--- config.mk ---
export PLATFORM = sky130hd
export DESIGN_NAME = vga_timing_gen
export DESIGN_NICKNAME = d
export VERILOG_FILES = /design/src/rtl/vga_pkg.sv /design/src/rtl/vga_axis_counter.sv /design/src/rtl/vga_timing_gen.sv
export SDC_FILE = /design/constraint.sdc
export NUM_CORES = 1
export LEC_CHECK = 0
export ABC_AREA = 0
export BUFFER_PORTS_ARGS = -buffer_cell sky130_fd_sc_hd__buf_2
export CAP_MARGIN = 40
export CORE_UTILIZATION = 63
export CTS_BUF_LIST = sky130_fd_sc_hd__clkbuf_4
export DETAILED_ROUTE_END_ITERATION = 7
export PLACE_DENSITY = 0.87
export SYNTH_ARGS = -nofsm -noshare
export SYNTH_HDL_FRONTEND = slang
export SYNTH_SLANG_ARGS = --single-unit
--- constraint.sdc ---
create_clock -name clk -period 2.8 [get_ports clk]
set_input_delay 0.56 -clock clk [delete_from_list [all_inputs] [get_ports clk]]
set_output_delay 0.56 -clock clk [all_outputs]
set_load 0.005 [all_outputs]
--- src/rtl/vga_pkg.sv ---
// Shared raster timing constants, phase encoding and total-length derivation
// for the VGA timing generator.
package vga_pkg;

   localparam int DEF_H_ACTIVE = 640;
   localparam int DEF_H_FP     = 16;
   localparam int DEF_H_SYNC   = 96;
   localparam int DEF_H_BP     = 48;
   localparam int DEF_V_ACTIVE = 480;
   localparam int DEF_V_FP     = 10;
   localparam int DEF_V_SYNC   = 2;
   localparam int DEF_V_BP     = 33;

   typedef enum logic [1:0] {
      PH_ACTIVE = 2'd0,
      PH_FRONT  = 2'd1,
      PH_SYNC   = 2'd2,
      PH_BACK   = 2'd3
   } phase_t;

   function automatic int axis_total(input int act, input int fp, input int syn, input int bp);
      return act + fp + syn + bp;
   endfunction

   localparam int DEF_H_TOTAL = axis_total(DEF_H_ACTIVE, DEF_H_FP, DEF_H_SYNC, DEF_H_BP);
   localparam int DEF_V_TOTAL = axis_total(DEF_V_ACTIVE, DEF_V_FP, DEF_V_SYNC, DEF_V_BP);

endpackage

--- src/rtl/vga_axis_counter.sv ---
// One raster axis: position counter plus phase FSM with registered active/sync flags.
//   state     | meaning
//   PH_ACTIVE | visible region, active=1
//   PH_FRONT  | front porch
//   PH_SYNC   | sync pulse, sync=1
//   PH_BACK   | back porch, wraps to PH_ACTIVE after last position
module vga_axis_counter
   import vga_pkg::*;
#(
   parameter int ACTIVE = DEF_H_ACTIVE,
   parameter int FP     = DEF_H_FP,
   parameter int SYNC   = DEF_H_SYNC,
   parameter int BP     = DEF_H_BP,
   parameter int CNT_W  = 10
) (
   input  logic             clk,
   input  logic             rst_n,
   input  logic             restart,
   input  logic             step,
   output logic [CNT_W-1:0] count,
   output logic             active,
   output logic             sync,
   output logic             wrap
);

   localparam int TOTAL = axis_total(ACTIVE, FP, SYNC, BP);
   localparam logic [CNT_W-1:0] END_A = CNT_W'(ACTIVE - 1);
   localparam logic [CNT_W-1:0] END_F = CNT_W'(ACTIVE + FP - 1);
   localparam logic [CNT_W-1:0] END_S = CNT_W'(ACTIVE + FP + SYNC - 1);
   localparam logic [CNT_W-1:0] LAST  = CNT_W'(TOTAL - 1);

   phase_t phase;

   assign wrap = (count == LAST);

   // restart presents position 0 without advancing, so the flags come up with the count
   always_ff @(posedge clk or negedge rst_n) begin
      if (!rst_n) begin
         count  <= '0;
         phase  <= PH_ACTIVE;
         active <= 1'b0;
         sync   <= 1'b0;
      end else if (restart || (step && wrap)) begin
         count  <= '0;
         phase  <= PH_ACTIVE;
         active <= 1'b1;
         sync   <= 1'b0;
      end else if (step) begin
         count <= count + 1'b1;
         case (phase)
            PH_ACTIVE: if (count == END_A) begin
               phase  <= PH_FRONT;
               active <= 1'b0;
            end
            PH_FRONT: if (count == END_F) begin
               phase <= PH_SYNC;
               sync  <= 1'b1;
            end
            PH_SYNC: if (count == END_S) begin
               phase <= PH_BACK;
               sync  <= 1'b0;
            end
            default: ;
         endcase
      end
   end

endmodule

--- src/rtl/vga_timing_gen.sv ---
// Raster timing generator: horizontal/vertical axis counters stepped by the
// pixel enable, with active qualifiers, sync levels and line/frame strobes.
module vga_timing_gen
   import vga_pkg::*;
#(
   parameter int   H_ACTIVE = DEF_H_ACTIVE,
   parameter int   H_FP     = DEF_H_FP,
   parameter int   H_SYNC   = DEF_H_SYNC,
   parameter int   H_BP     = DEF_H_BP,
   parameter int   V_ACTIVE = DEF_V_ACTIVE,
   parameter int   V_FP     = DEF_V_FP,
   parameter int   V_SYNC   = DEF_V_SYNC,
   parameter int   V_BP     = DEF_V_BP,
   parameter logic SYNC_POL = 1'b0,
   parameter int   CNT_W    = 10
) (
   input  logic             clk,
   input  logic             rst,
   input  logic             en,
   output logic             HDraw,
   output logic             VDraw,
   output logic             hsync,
   output logic             vsync,
   output logic [CNT_W-1:0] hcount,
   output logic [CNT_W-1:0] vcount,
   output logic             line_start,
   output logic             frame_start
);

   logic running;
   logic restart, h_step, v_step;
   logic h_sync, v_sync, h_wrap, v_wrap;

   // first enabled edge after reset only presents (0,0); later edges advance
   assign restart = en & ~running;
   assign h_step  = en & running;
   assign v_step  = h_step & h_wrap;

   vga_axis_counter #(
      .ACTIVE(H_ACTIVE), .FP(H_FP), .SYNC(H_SYNC), .BP(H_BP), .CNT_W(CNT_W)
   ) u_h (
      .clk(clk), .rst_n(rst), .restart(restart), .step(h_step),
      .count(hcount), .active(HDraw), .sync(h_sync), .wrap(h_wrap)
   );

   vga_axis_counter #(
      .ACTIVE(V_ACTIVE), .FP(V_FP), .SYNC(V_SYNC), .BP(V_BP), .CNT_W(CNT_W)
   ) u_v (
      .clk(clk), .rst_n(rst), .restart(restart), .step(v_step),
      .count(vcount), .active(VDraw), .sync(v_sync), .wrap(v_wrap)
   );

   assign hsync = h_sync ? SYNC_POL : ~SYNC_POL;
   assign vsync = v_sync ? SYNC_POL : ~SYNC_POL;

   always_ff @(posedge clk or negedge rst) begin
      if (!rst) begin
         running     <= 1'b0;
         line_start  <= 1'b0;
         frame_start <= 1'b0;
      end else begin
         line_start  <= en & (~running | h_wrap);
         frame_start <= en & (~running | (h_wrap & v_wrap));
         if (en) running <= 1'b1;
      end
   end

endmodule

After elaboration in Yosys (flattened, before gate mapping)
Cells that the tools add are included.

storage, ports and cells
  bits in registers = 31
  logic and storage cells = 98

cells by class
  add/sub/neg operators = 2
  equal/unequal tests = 18
  mux-type cells = 36
  bitwise operators = 9
  reductions and logical operators = 22

operator list
  operator                                                number
  equality test 10 bit (second input constant)            5
  2-to-1 mux 10 bit                                       4
  equality test 10 x 9 -> 1 bit (second input constant)   3
  adder 10 x 1 -> 10 bit (second input constant)          2
  2-to-1 mux 2 bit                                        10
  2-to-1 mux 1 bit                                        18
  inequality test 3 x 1 -> 1 bit (second input constant)  6
  one-hot mux 2 bit (3 select lines)                      2
  nonzero test 2 bit                                      6
  AND reduction 5 bit                                     2
  AND reduction 4 bit                                     2
  nonzero test 4 bit                                      2
  AND 1 bit                                               6
  AND reduction 3 bit                                     2
  nonzero test 3 bit                                      2
  equality test 2 x 1 -> 1 bit (second input constant)    2
  equality test 2 bit (second input constant)             2
  zero test 2 bit                                         2
  one-hot mux 1 bit (2 select lines)                      2
  logical AND 1 bit                                       2
  logical OR 1 bit                                        2
  bitwise OR 1 bit                                        2
  NOT 1 bit                                               1

Depth between registers and ports, before layout
Gate-level depths: netlist of run 1.

  depth in word-level cells = 6
  depth in mapped cells = 8
  depth with buffers taken out = 7

Cells and area by module
Synthesis of run 1 repeated with hierarchy kept, for this count alone.

second synthesis, totals
  cells, all modules = 187
  area total of the unflattened synthesis = 1833.0 sq um

by module, submodules not included
  module                  instances  cells an instance  area each (sq um)
  vga_axis_counter (u_v)  1          92                 907.1
  vga_axis_counter (u_h)  1          82                 795.8
  vga_timing_gen          1          13                 130.1

Worst setup path before layout of run 1
Ideal clock, no wire load.

  path kind = input-to-reg
  start = input port en
  end = register u_v.count[7]
  arrival = 1796 ps
  path slack = 909 ps
  stages on the path = 5
  path buffers = 1
  cell sequence = buf_2 > inv_1 > or4_4 > or2_4 > o31ai_1

between the ends
  longest elaborated chain between the ends = 5
  elaborated cells between the ends (all ways) = 7

RTL lines
  element                                                  line                    RTL
  start: declaration                                       vga_timing_gen.sv:19    input logic en,
  AND 1 bit                                                vga_timing_gen.sv:36    assign h_step = en & running;
  AND 1 bit                                                vga_timing_gen.sv:37    assign v_step = h_step & h_wrap;
  logical AND 1 bit                                        vga_axis_counter.sv:43  end else if (restart || (step && wrap)) begin
  logical OR 1 bit                                         vga_axis_counter.sv:43
  2-to-1 mux 10 bit or nonzero test 2 bit (tied branches)  -
  end signal: assignment                                   vga_axis_counter.sv:49  count <= count + 1'b1;
  end: declaration                                         vga_axis_counter.sv:20  output logic [CNT_W-1:0] count,

Parallel ways exist; a longest one is shown, timed or not.
A chain may end at the register's enable or synchronous reset.

Final worst setup path of run 1
  start = register u_h.count[0]
  end = register u_v.count[8]

between the ends
  longest elaborated chain between the ends = 5
  elaborated cells between the ends (all ways) = 6

RTL lines
  element                                                  line                    RTL
  start: declaration                                       vga_axis_counter.sv:20
  start signal: assignment                                 vga_axis_counter.sv:49
  equality test 10 bit (*)                                 vga_axis_counter.sv:34  assign wrap = (count == LAST);
  AND 1 bit (*)                                            vga_timing_gen.sv:37
  logical AND 1 bit                                        vga_axis_counter.sv:43
  logical OR 1 bit                                         vga_axis_counter.sv:43
  2-to-1 mux 10 bit or nonzero test 2 bit (tied branches)  -

Every way passes the cells marked *; elsewhere a longest branch is shown, timed or not.

==> results of run 1 <==
-- power by group through the flow --
stage | Sequential (mW) | Combinational, mW | Clock [mW]
after floorplan | 0.558 | 0.0855 | 0
after global placement | 0.561 | 0.154 | 0
after detailed placement | 0.569 | 0.159 | 0
after CTS | 0.561 | 0.162 | 0.347
after global routing | 0.569 | 0.181 | 0.363
final | 0.562 | 0.161 | 0.344
-- logic make-up after synthesis --
logic type                 synth area share
buffers and inverters                0.0404
AOI/OAI and AO/OA                     0.183
DFF                                   0.418
xor gates and xnor gates             0.0236
adders and majority gates            0.0809
muxes                                0.0108
and+or+nand+nor                       0.244
-- area by class of cell --
| cell class | count | share of cell area |
|---|---|---|
| inverters | 12 | 0.0215 |
| well taps | 31 | 0.0185 |
| flip-flops and latches | 31 | 0.370 |
| clock buffers | 5 | 0.0179 |
| repair buffers | 30 | 0.0740 |
| clock inverters | 3 | 0.0185 |
| multi-input cells | 153 | 0.480 |
-- cell usage in the layout, fill, tap and decap left out, types with 3 or more instances in the layout --
master,n
clkbuf_4,5
and3_1,3
ha_1,12
inv_1,12
dfrtp_1,31
o21ai_1,9
o31ai_1,7
nor3_1,5
nor2_1,13
o21ai_0,10
a21oi_1,5
a211o_1,3
buf_2,28
nand2_1,26
xnor2_1,3
nand2b_1,3
nand3_1,11
nand4_1,3
-- per-stage QoR --
step | instance area (um2) | cells | util | hold slack [ps]
CTS | 2100 | 265 | 0.754 | 270
finish | 2100 | 265 | 0.754 | 252
detailed placement | 2020 | 257 | 0.726 | 456
floorplan | 1860 | 202 | - | 264
global placement | 2020 | 257 | 0.726 | 456
global route | 2100 | 265 | 0.754 | 306
-- how the worst max path moves through the flow --
stage | start | end | depth (start not counted) | slack, ps
after floorplan | en | u_v.count[7] | 5 | 910
after global placement | u_h.count[0] | u_v.count[8] | 7 | 630
after detailed placement | u_h.count[0] | u_v.count[8] | 7 | 530
after CTS | u_h.count[0] | u_v.count[8] | 7 | 510
after global routing | u_h.count[0] | u_v.count[8] | 7 | 200
final | u_h.count[0] | u_v.count[8] | 7 | 460
-- per-layer routing --
metal | vias to the layer above | wire, um | track usage
li1 | 790 | - | -
met1 | 786 | 1780 | 0.334
met2 | 69 | 1930 | 0.469
met3 | 14 | 228 | 0.0507
met4 | 0 | 104 | 0.160
met5 | - | 0 | 0
-- state kept, by name, indices dropped and copies added (netlist names) --
register,cells
running,1
frame_start,1
u_v.count,10
u_v.phase,2
u_v.sync,1
u_h.active,1
line_start,1
u_h.phase,2
u_v.active,1
u_h.sync,1
u_h.count,10
-- critical path, delay by kind of cell, from the launching register on --
| family | cells | cell delay, ps |
|---|---|---|
| buf+inv | 1 | 390 |
| fa+ha+maj | 1 | 240 |
| simple gates | 2 | 540 |
| compound gates | 3 | 660 |
| flops | 1 | 430 |
==> impl_results.md, run 1 <==
- Cells on worst reg2reg path: 7
- Max H-tree Level: 2
- First-pass GRT wire length: about 6800 um
- Core box area: between 2000 and 3000 um2
- Dpl hpwl: 2860 um
- Post-CTS sizing: 0
- Register area share after synthesis: 0.418
- Routed via count: 1,659
- Ys flop type: dfrtp_1
- # DRC: 0
- Reported max-cap violation count: 0
- Area of the multi-input gates: 1010 um2
- Hold Path Class: input pin to asynchronous set/reset pin
- TritonRoute pass-1 iters: 4
- Power per cell area: a little over 500 nW/um2
- CTS tree: yes
- I/O Pins: 29
- Path type of the worst setup path: flop to flop
- Die Ht: 56.3 um
- Pin count of the biggest net entering global routing: 32
- Startpoint Class: flop
- Final hold vios: 0
- Worst slew pin tran: between 600 and 700 ps
- R2r startpoint: u_h.count[0]
- Setup WS pre-CTS: 530 ps
- Worst path required time: 3070 ps
- Cell count after synthesis: approximately 200
- Commonest cells in the netlist: dfrtp_1, nand2_1, nor2_1, ha_1, inv_1
- Die area: roughly 3200 um2
- Sequential power share: 0.527
- Vias in the first global route: between 1,500 and 2,000
- Arr. time, crit path: 2600 ps
- Most common cell in the netlist: dfrtp_1
- Worst setup EP type: flop
- Main area contributors after synthesis: dfrtp_1, ha_1, nand2_1, nand3_1, o31ai_1
- Post-route clock period utilization: 0.834
- Status: finished, final reports clean
- Warnings, synthesis: 0
- Critical path fanouts, max: 13
- Syn Nets: ~220
- Tot GR Track Use: 0.279
- Postcts setup bufs: 0
- FF+latch area: about 780 um2
- Post-route ant nets: 0
- FP Rows: 19
- Biggest area consumer among synthesized cells: dfrtp_1
- Share of cells above drive strength 1: 0.188
- Yosys reg bits: 31
- End of the worst register-to-register path: u_v.count[8]
- Net Sw Frac: 0.300
- Setup TNS: 0 ps
- Overall power: around 1.1 mW
- Clock Root Buffer: clkbuf_4
- Ys async rst share: 1.00
- Synth-to-layout area growth: 12.9%
- WL final: slightly above 4000 um
- FMAX: between 400 and 500 MHz
- Initial DRC count: 92
- Clock transition at path regs: about 100 ps
- Initial core utilization: 0.668
- CTS hold repair buffers: 0
- Crit-path max cell delay: ~430 ps
- Reg2reg setup slack: ~460 ps
- RePlAce Congestion: roughly 0.86
- Post-synth EDFFs: 0
- Gate power share: 0.151
- Total Nets Final: roughly 250
- Clk_skew: around 6.1 ps
- Final setup violation count: 0
- RSZ-0062 raised after global routing: no
- Pint: approximately 0.75 mW
- Post-synth top area share: 0.418
- Clock Path Buffers: 2
- Switching pwr: roughly 0.32 mW
- # diodes: 0
- Max stage delay cell, worst path: dfrtp_1
- Leakage: a little under 1 nW
- Post-route setup slack: between 400 and 500 ps
- Yosys cell types: 51
- Port Buffers: 28
- VDD IR-drop max: ~0.6 mV
- DR WL/cell: around 15 um
- Mapped cell area: 1860 um2
- Final Max Tran Viols: 0
- TritonCTS Buffers: 5
- Clock latency on the worst-skew pair: approximately 340 ps
- Antenna violations before repair: 0
- GR Overflow Total: 0
- Vias per cell: between 6 and 7
- Max-slew headroom: 0.546
- Mean Syn Cell Area: around 9 um2
- Clock Power Share: 0.322
- # fillers: 189
- Crit-path cells: ha_1 -> nand4_1 -> o31ai_2 -> nand2_1 -> inv_1 -> a21boi_0 -> o21ai_1
- Final Critical Period: ~2300 ps
- Die Width: roughly 56 um
- CTS Sinks: 31
(Power assumes the default switching activity.)
==> inputs of run 2 (changes only) <==
ABC_AREA = 1   (was 0)
CORE_UTILIZATION = 53   (was 63)
PLACE_DENSITY = 0.78   (was 0.87)
clock period = 2.05 ns   (was 2.8 ns; I/O delays follow)
==> impl_results.md, run 2 <==
- Status: finished, final reports clean (unchanged)
- RSZ-0062 raised after global routing: no (unchanged)
- Mean Syn Cell Area: 7.76 um2 (was 9.19 um2)
- Antenna violations before repair: 0 (unchanged)
- Worst slew pin tran: 680 ps (was 681 ps)
- Dpl cells: 324 (was 257)
- Register area share after synthesis: 0.393 (was 0.418)
- Postcts setup bufs: 0 (unchanged)
- # fillers: 306 (was 189)
- Overall power: 1.39 mW (was 1.07 mW)
- Total Nets Final: 300 (was 248)
- Clk_skew: 13.4 ps (was 6.14 ps)
- Leakage: 1.13 nW (was 0.993 nW)
- Yosys reg bits: 31 (unchanged)
- CTS tree: yes (unchanged)
- Ys flop type: dfrtp_1 (unchanged)
- Die Width: 63.0 um (was 56.3 um)
- Yosys cell types: 33 (was 51)
- Biggest area consumer among synthesized cells: dfrtp_1 (unchanged)
- # DRC: 0 (unchanged)
- R2r startpoint: u_h.count[1] (was u_h.count[0])
- Placed inst area: 2120 um2 (was 2020 um2)
- Die area: 3970 um2 (was 3170 um2)
- Setup WS pre-CTS: 260 ps (was 530 ps)
- Startpoint Class: flop (unchanged)
- Top Registers: u_h.count x10, u_v.count x10 (unchanged)
- Routed via count: 1,699 (was 1,659)
- Reg2reg setup slack: 230 ps (was 460 ps)
- Vias in the first global route: 1,526 (was 1,568)
- CTS Sinks: 31 (unchanged)
- Cell count after synthesis: 254 (was 202)
- Initial DRC count: 115 (was 92)
- Commonest cells in the netlist: nand2_1, inv_1, dfrtp_1, nor2_1, nand3_1 (was dfrtp_1, nand2_1, nor2_1, ha_1, inv_1)
- Fin cells: 332 (was 265)
- TritonRoute pass-1 iters: 4 (unchanged)
- Cell repeated most along the worst path: nand2_1
- Vias per cell: 5.12 (was 6.26)
- Clock Path Buffers: 2 (unchanged)
- FP Rows: 21 (was 19)
- CTS hold repair buffers: 0 (unchanged)
- First-pass GRT wire length: 6810 um (was 6820 um)
- Dpl hpwl: 2840 um (was 2860 um)
- Final setup violation count: 0 (unchanged)
- Main area contributors after synthesis: dfrtp_1, nand2_1, ha_1, inv_1, nand3_1 (was dfrtp_1, ha_1, nand2_1, nand3_1, o31ai_1)
- WP buf/inv: 0 (was 1)
- Post-route setup slack: 234 ps (was 464 ps)
- Tot GR Track Use: 0.224 (was 0.279)
- WL final: 3940 um (was 4050 um)
- Post-synth EDFFs: 0 (unchanged)
- RePlAce Congestion: 0.856 (was 0.857)
- DR WL/cell: 11.9 um (was 15.3 um)
- Syn Nets: 269 (was 217)
- Core box area: 3440 um2 (was 2780 um2)
- Initial core utilization: 0.573 (was 0.668)
- Most frequent cells in the layout: nand2_1, inv_1, dfrtp_1, buf_2, nor2_1 (was dfrtp_1, buf_2, nand2_1, nor2_1)
- FF+latch area: 776 um2 (unchanged)
- Worst path required time: 2280 ps (was 3070 ps)
- Most common cell in the netlist: nand2_1 (was dfrtp_1)
- Power per cell area: 639 nW/um2 (was 509 nW/um2)
- Design area: 2170 um2 (was 2100 um2)
- Post-synth top area share: 0.393 (was 0.418)
- Ys async rst share: 1.00 (unchanged)
- Pin count of the biggest net entering global routing: 32 (unchanged)
- Max stage delay cell, worst path: dfrtp_1 (unchanged)
- Final hold vios: 0 (unchanged)
- Die Ht: 63.0 um (was 56.3 um)
- Max H-tree Level: 2 (unchanged)
- Post-CTS sizing: 0 (unchanged)
- Crit-path max cell delay: 400 ps (was 430 ps)
- Clock Root Buffer: clkbuf_4 (unchanged)
- Most common cell after layout, fill and taps aside: nand2_1 (was dfrtp_1)
- Reported max-cap violation count: 0 (unchanged)
- Final hold slack: 89.7 ps (was 252 ps)
- I/O Pins: 29 (unchanged)
- Warnings, synthesis: 0 (unchanged)
- Area of the multi-input gates: 1000 um2 (was 1010 um2)
- Crit-path cells: ha_1 -> nand3_1 -> nor2_2 -> nand3_2 -> nand2_4 -> nand2_4 -> nand2_1 -> nand2_1 -> o21bai_1 -> nand2_1 (was ha_1 -> nand4_1 -> o31ai_2 -> nand2_1 -> inv_1 -> a21boi_0 -> o21ai_1)
- VDD IR-drop max: 0.555 mV (was 0.610 mV)
- Finished Core Util: 0.631 (was 0.754)
- Arr. time, crit path: 2040 ps (was 2600 ps)
- GR Overflow Total: 0 (unchanged)
- Max-slew headroom: 0.546 (about the same)
- Post-route clock period utilization: 0.886 (was 0.834)
- Path type of the worst setup path: flop to flop (unchanged)
- Setup TNS: 0 ps (unchanged)
- # diodes: 0 (unchanged)
- Hold Path Class: input pin to asynchronous set/reset pin (unchanged)
- Share of cells above drive strength 1: 0.203 (was 0.188)
- Final Critical Period: 1820 ps (was 2340 ps)
- Crit path max-delay family: simple AND/OR/NAND/NOR gates (was compound AO/OA/AOI/OAI gates)
- CP Launch Point: u_h.count[1] (was u_h.count[0])
- Clock transition at path regs: 100 ps (about the same)
- Critical path fanouts, max: 23 (was 13)
- Port Buffers: 28 (unchanged)
- Post-route ant nets: 0 (unchanged)
- FMAX: 551 MHz (was 428 MHz)
- TritonCTS Buffers: 5 (unchanged)
- Final Max Tran Viols: 0 (unchanged)
- Worst setup EP type: flop (unchanged)
- Synth-to-layout area growth: 10.2% (was 12.9%)
- Clock latency on the worst-skew pair: 350 ps (was 340 ps)
- Mapped cell area: 1970 um2 (was 1860 um2)
==> run 2: changes by cell type in the layout (fill, tap and decap cells not counted), moves of 5 or more <==
| cell | delta |
|---|---|
| a21oi_1 | +5 |
| inv_1 | +21 |
| nor2_1 | +12 |
| o31ai_1 | -7 |
| nor3_1 | +8 |
| nand2_1 | +30 |
| o21ai_1 | -6 |
| nand3_1 | +10 |
==> run 2: logic make-up after synthesis <==
group	Yosys count	share of synthesized area
simple gates	139	0.340
buf+inv	42	0.0983
xor+xnor	2	0.00888
fa+ha+maj	12	0.0761
flops	31	0.393
compound gates	28	0.0831
==> run 2: final cells by class <==
class	instances	area share
timing repair buffer	28	0.0645
clock inverter	2	0.00346
sequential	31	0.357
multi-input combinational	181	0.461
clock buffer	6	0.0207
inverter	38	0.0662
tap	46	0.0265
==> run 2: power breakdown <==
part	switching (mW)	internal, mW
Clock	0.217	0.140
Sequential	0.0984	0.677
Combinational	0.145	0.110
==> run 2: layer usage <==
metal  track usage  wire length [um]
met1         0.296              1980
met2         0.339              1700
met3        0.0620               181
met4        0.0959                81
met5             0                 0
==> run 2: final timing paths <==
check | to | cells after the start
setup / recovery | u_v.phase[0] | 10
hold reg to reg | u_h.active | 2
max in group asynchronous | u_v.phase[0] | 1
hold / removal | u_v.count[7] | 1
min in group clk | u_h.count[1] | 3
setup reg to reg | u_v.phase[0] | 10
==> inputs of run 3 (changes only) <==
CORE_UTILIZATION = 63   (was 53)
PLACE_DENSITY = 0.87   (was 0.78)
clock period = 2.3 ns   (was 2.05 ns; I/O delays follow)
==> impl_results.md, run 3 (synthesized netlist as in run 2, its figures left out) <==
- Final setup violation count: 0 (unchanged)
- Worst setup EP type: flop (unchanged)
- Most frequent cells in the layout: nand2_1, inv_1, dfrtp_1, buf_2, nor2_1 (unchanged)
- Path type of the worst setup path: flop to flop (unchanged)
- Cell repeated most along the worst path: nand2_1 (unchanged)
- Core box area: 2850 um2 (was 3440 um2)
- I/O Pins: 29 (unchanged)
- Max stage delay cell, worst path: dfrtp_1 (unchanged)
- TritonCTS Buffers: 5 (unchanged)
- # fillers: 243 (was 306)
- Post-CTS sizing: 0 (unchanged)
- Hold Path Class: input pin to asynchronous set/reset pin (unchanged)
- Worst path required time: 2540 ps (was 2280 ps)
- Antenna violations before repair: 0 (unchanged)
- RePlAce Congestion: 0.883 (was 0.856)
- Power per cell area: 665 nW/um2 (was 639 nW/um2)
- Top Registers: u_h.count x10, u_v.count x10 (unchanged)
- Tot GR Track Use: 0.277 (was 0.224)
- Pin count of the biggest net entering global routing: 32 (unchanged)
- Leakage: 1.15 nW (was 1.13 nW)
- Status: finished with violations (was finished, final reports clean)
- Clock Root Buffer: clkbuf_4 (unchanged)
- Die area: 3360 um2 (was 3970 um2)
- WL final: 4030 um (was 3940 um)
- Port Buffers: 28 (unchanged)
- # DRC: 2 (was 0)
- Max Used Layer: met4 (unchanged)
- Clock latency on the worst-skew pair: 340 ps (was 350 ps)
- Clk_skew: 5.04 ps (was 13.4 ps)
- Max-slew headroom: 0.551 (was 0.546)
- Final Critical Period: 1810 ps (was 1820 ps)
- First-pass GRT wire length: 7040 um (was 6810 um)
- R2r startpoint: u_h.count[1] (unchanged)
- Post-Route M1 WL: 1980 um (about the same)
- Max H-tree Level: 2 (unchanged)
- Clock Path Buffers: 2 (unchanged)
- Overall power: 1.47 mW (was 1.39 mW)
- Final Max Tran Viols: 0 (unchanged)
- VDD IR-drop max: 0.737 mV (was 0.555 mV)
- Metal2 WL: 1810 um (was 1700 um)
- Met3 wire len: 165 um (was 181 um)
- Most common cell after layout, fill and taps aside: nand2_1 (unchanged)
- Failing checks: DRC
- Area of the multi-input gates: 1000 um2 (unchanged)
- Crit-path cells: ha_1 -> nand3_1 -> nor2_2 -> nand3_2 -> nand2_4 -> nand2_4 -> nand2_1 -> nand2_1 -> o21bai_1 -> nand2_1 (unchanged)
- FP Rows: 19 (was 21)
- Initial DRC count: 108 (was 115)
- Vias per cell: 5.44 (was 5.12)
- CTS tree: yes (unchanged)
- Worst slew pin tran: 674 ps (was 680 ps)
- Cells on worst reg2reg path: 10 (unchanged)
- CTS Sinks: 31 (unchanged)
- Die Ht: 57.9 um (was 63.0 um)
- DR WL/cell: 12.7 um (was 11.9 um)
- Vias in the first global route: 1,601 (was 1,526)
- Clock transition at path regs: 100 ps (about the same)
- Crit-path max cell delay: 420 ps (was 400 ps)
- CTS hold repair buffers: 0 (unchanged)
- Dpl hpwl: 2960 um (was 2840 um)
- Post-route clock period utilization: 0.788 (was 0.886)
- Setup TNS: 0 ps (unchanged)
- Critical path fanouts, max: 23 (unchanged)
- GR Overflow Total: 0 (unchanged)
- FF+latch area: 776 um2 (unchanged)
- Reg2reg setup slack: 490 ps (was 230 ps)
- Share of cells above drive strength 1: 0.210 (was 0.203)
- TritonRoute pass-1 iters: 6 (was 4)
- End of the worst register-to-register path: u_v.phase[0] (unchanged)
- FMAX: 552 MHz (was 551 MHz)
- Final hold vios: 0 (unchanged)
- Reported max-cap violation count: 0 (unchanged)
- Arr. time, crit path: 2060 ps (was 2040 ps)
- Routed via count: 1,723 (was 1,699)
- Die Width: 57.9 um (was 63.0 um)
- Postcts setup bufs: 0 (unchanged)
- # diodes: 0 (unchanged)
- Synth-to-layout area growth: 11.9% (was 10.2%)
- Startpoint Class: flop (unchanged)
- Initial core utilization: 0.691 (was 0.573)
- RSZ-0062 raised after global routing: no (unchanged)
- Total Nets Final: 300 (unchanged)
- Post-route ant nets: 0 (unchanged)
==> run 3: stage by stage <==
step                hold WS (ps)  std cells  cell area [um2]  utilization  worst slack (ps)
floorplan                    164        254             1970            -               793
detailed placement           464        309             2100        0.736               528
global placement             456        309             2100        0.736               574
global route                 201        317             2210        0.773               314
finish                       142        317             2210        0.773               487
CTS                          167        317             2210        0.773               489
==> run 3: worst max-delay path: cells and delay by family (launching register included) <==
| kind | cells | cell delay, ps |
|---|---|---|
| and+or+nand+nor | 8 | 950 |
| DFF | 1 | 420 |
| adders and majority gates | 1 | 220 |
| AOI/OAI and AO/OA | 1 | 130 |
==> run 3: power breakdown <==
group / switching (mW) / internal, mW / total [mW]
combinational: 0.139 / 0.0986 / 0.238
clock: 0.202 / 0.338 / 0.540
sequential: 0.0871 / 0.604 / 0.691
total: 0.428 / 1.04 / 1.47
==> run 3: area by class of cell <==
class,count,share of cell area
timing repair buffer,28,0.0635
tap,31,0.0176
sequential,31,0.352
clock inverter,3,0.0306
multi-input combinational,181,0.454
clock buffer,5,0.0170
inverter,38,0.0652
==> run 3: how the worst max path moves through the flow <==
stage,start,end,cells past startpoint
after floorplan,u_v.count[0],u_v.phase[0],11
after CTS,u_h.count[1],u_v.phase[1],10
final,u_h.count[1],u_v.phase[0],10
after global routing,u_h.count[1],u_v.phase[1],10
after detailed placement,u_h.count[1],u_v.phase[1],10
after global placement,u_h.count[1],u_v.sync,10
==> run 3: routing by layer <==
| metal | vias up | GRT usage |
|---|---|---|
| met2 | 42 | 0.419 |
| met3 | 7 | 0.0536 |
| met4 | 0 | 0.122 |
| li1 | 884 | - |
| met1 | 790 | 0.390 |
| met5 | - | 0 |
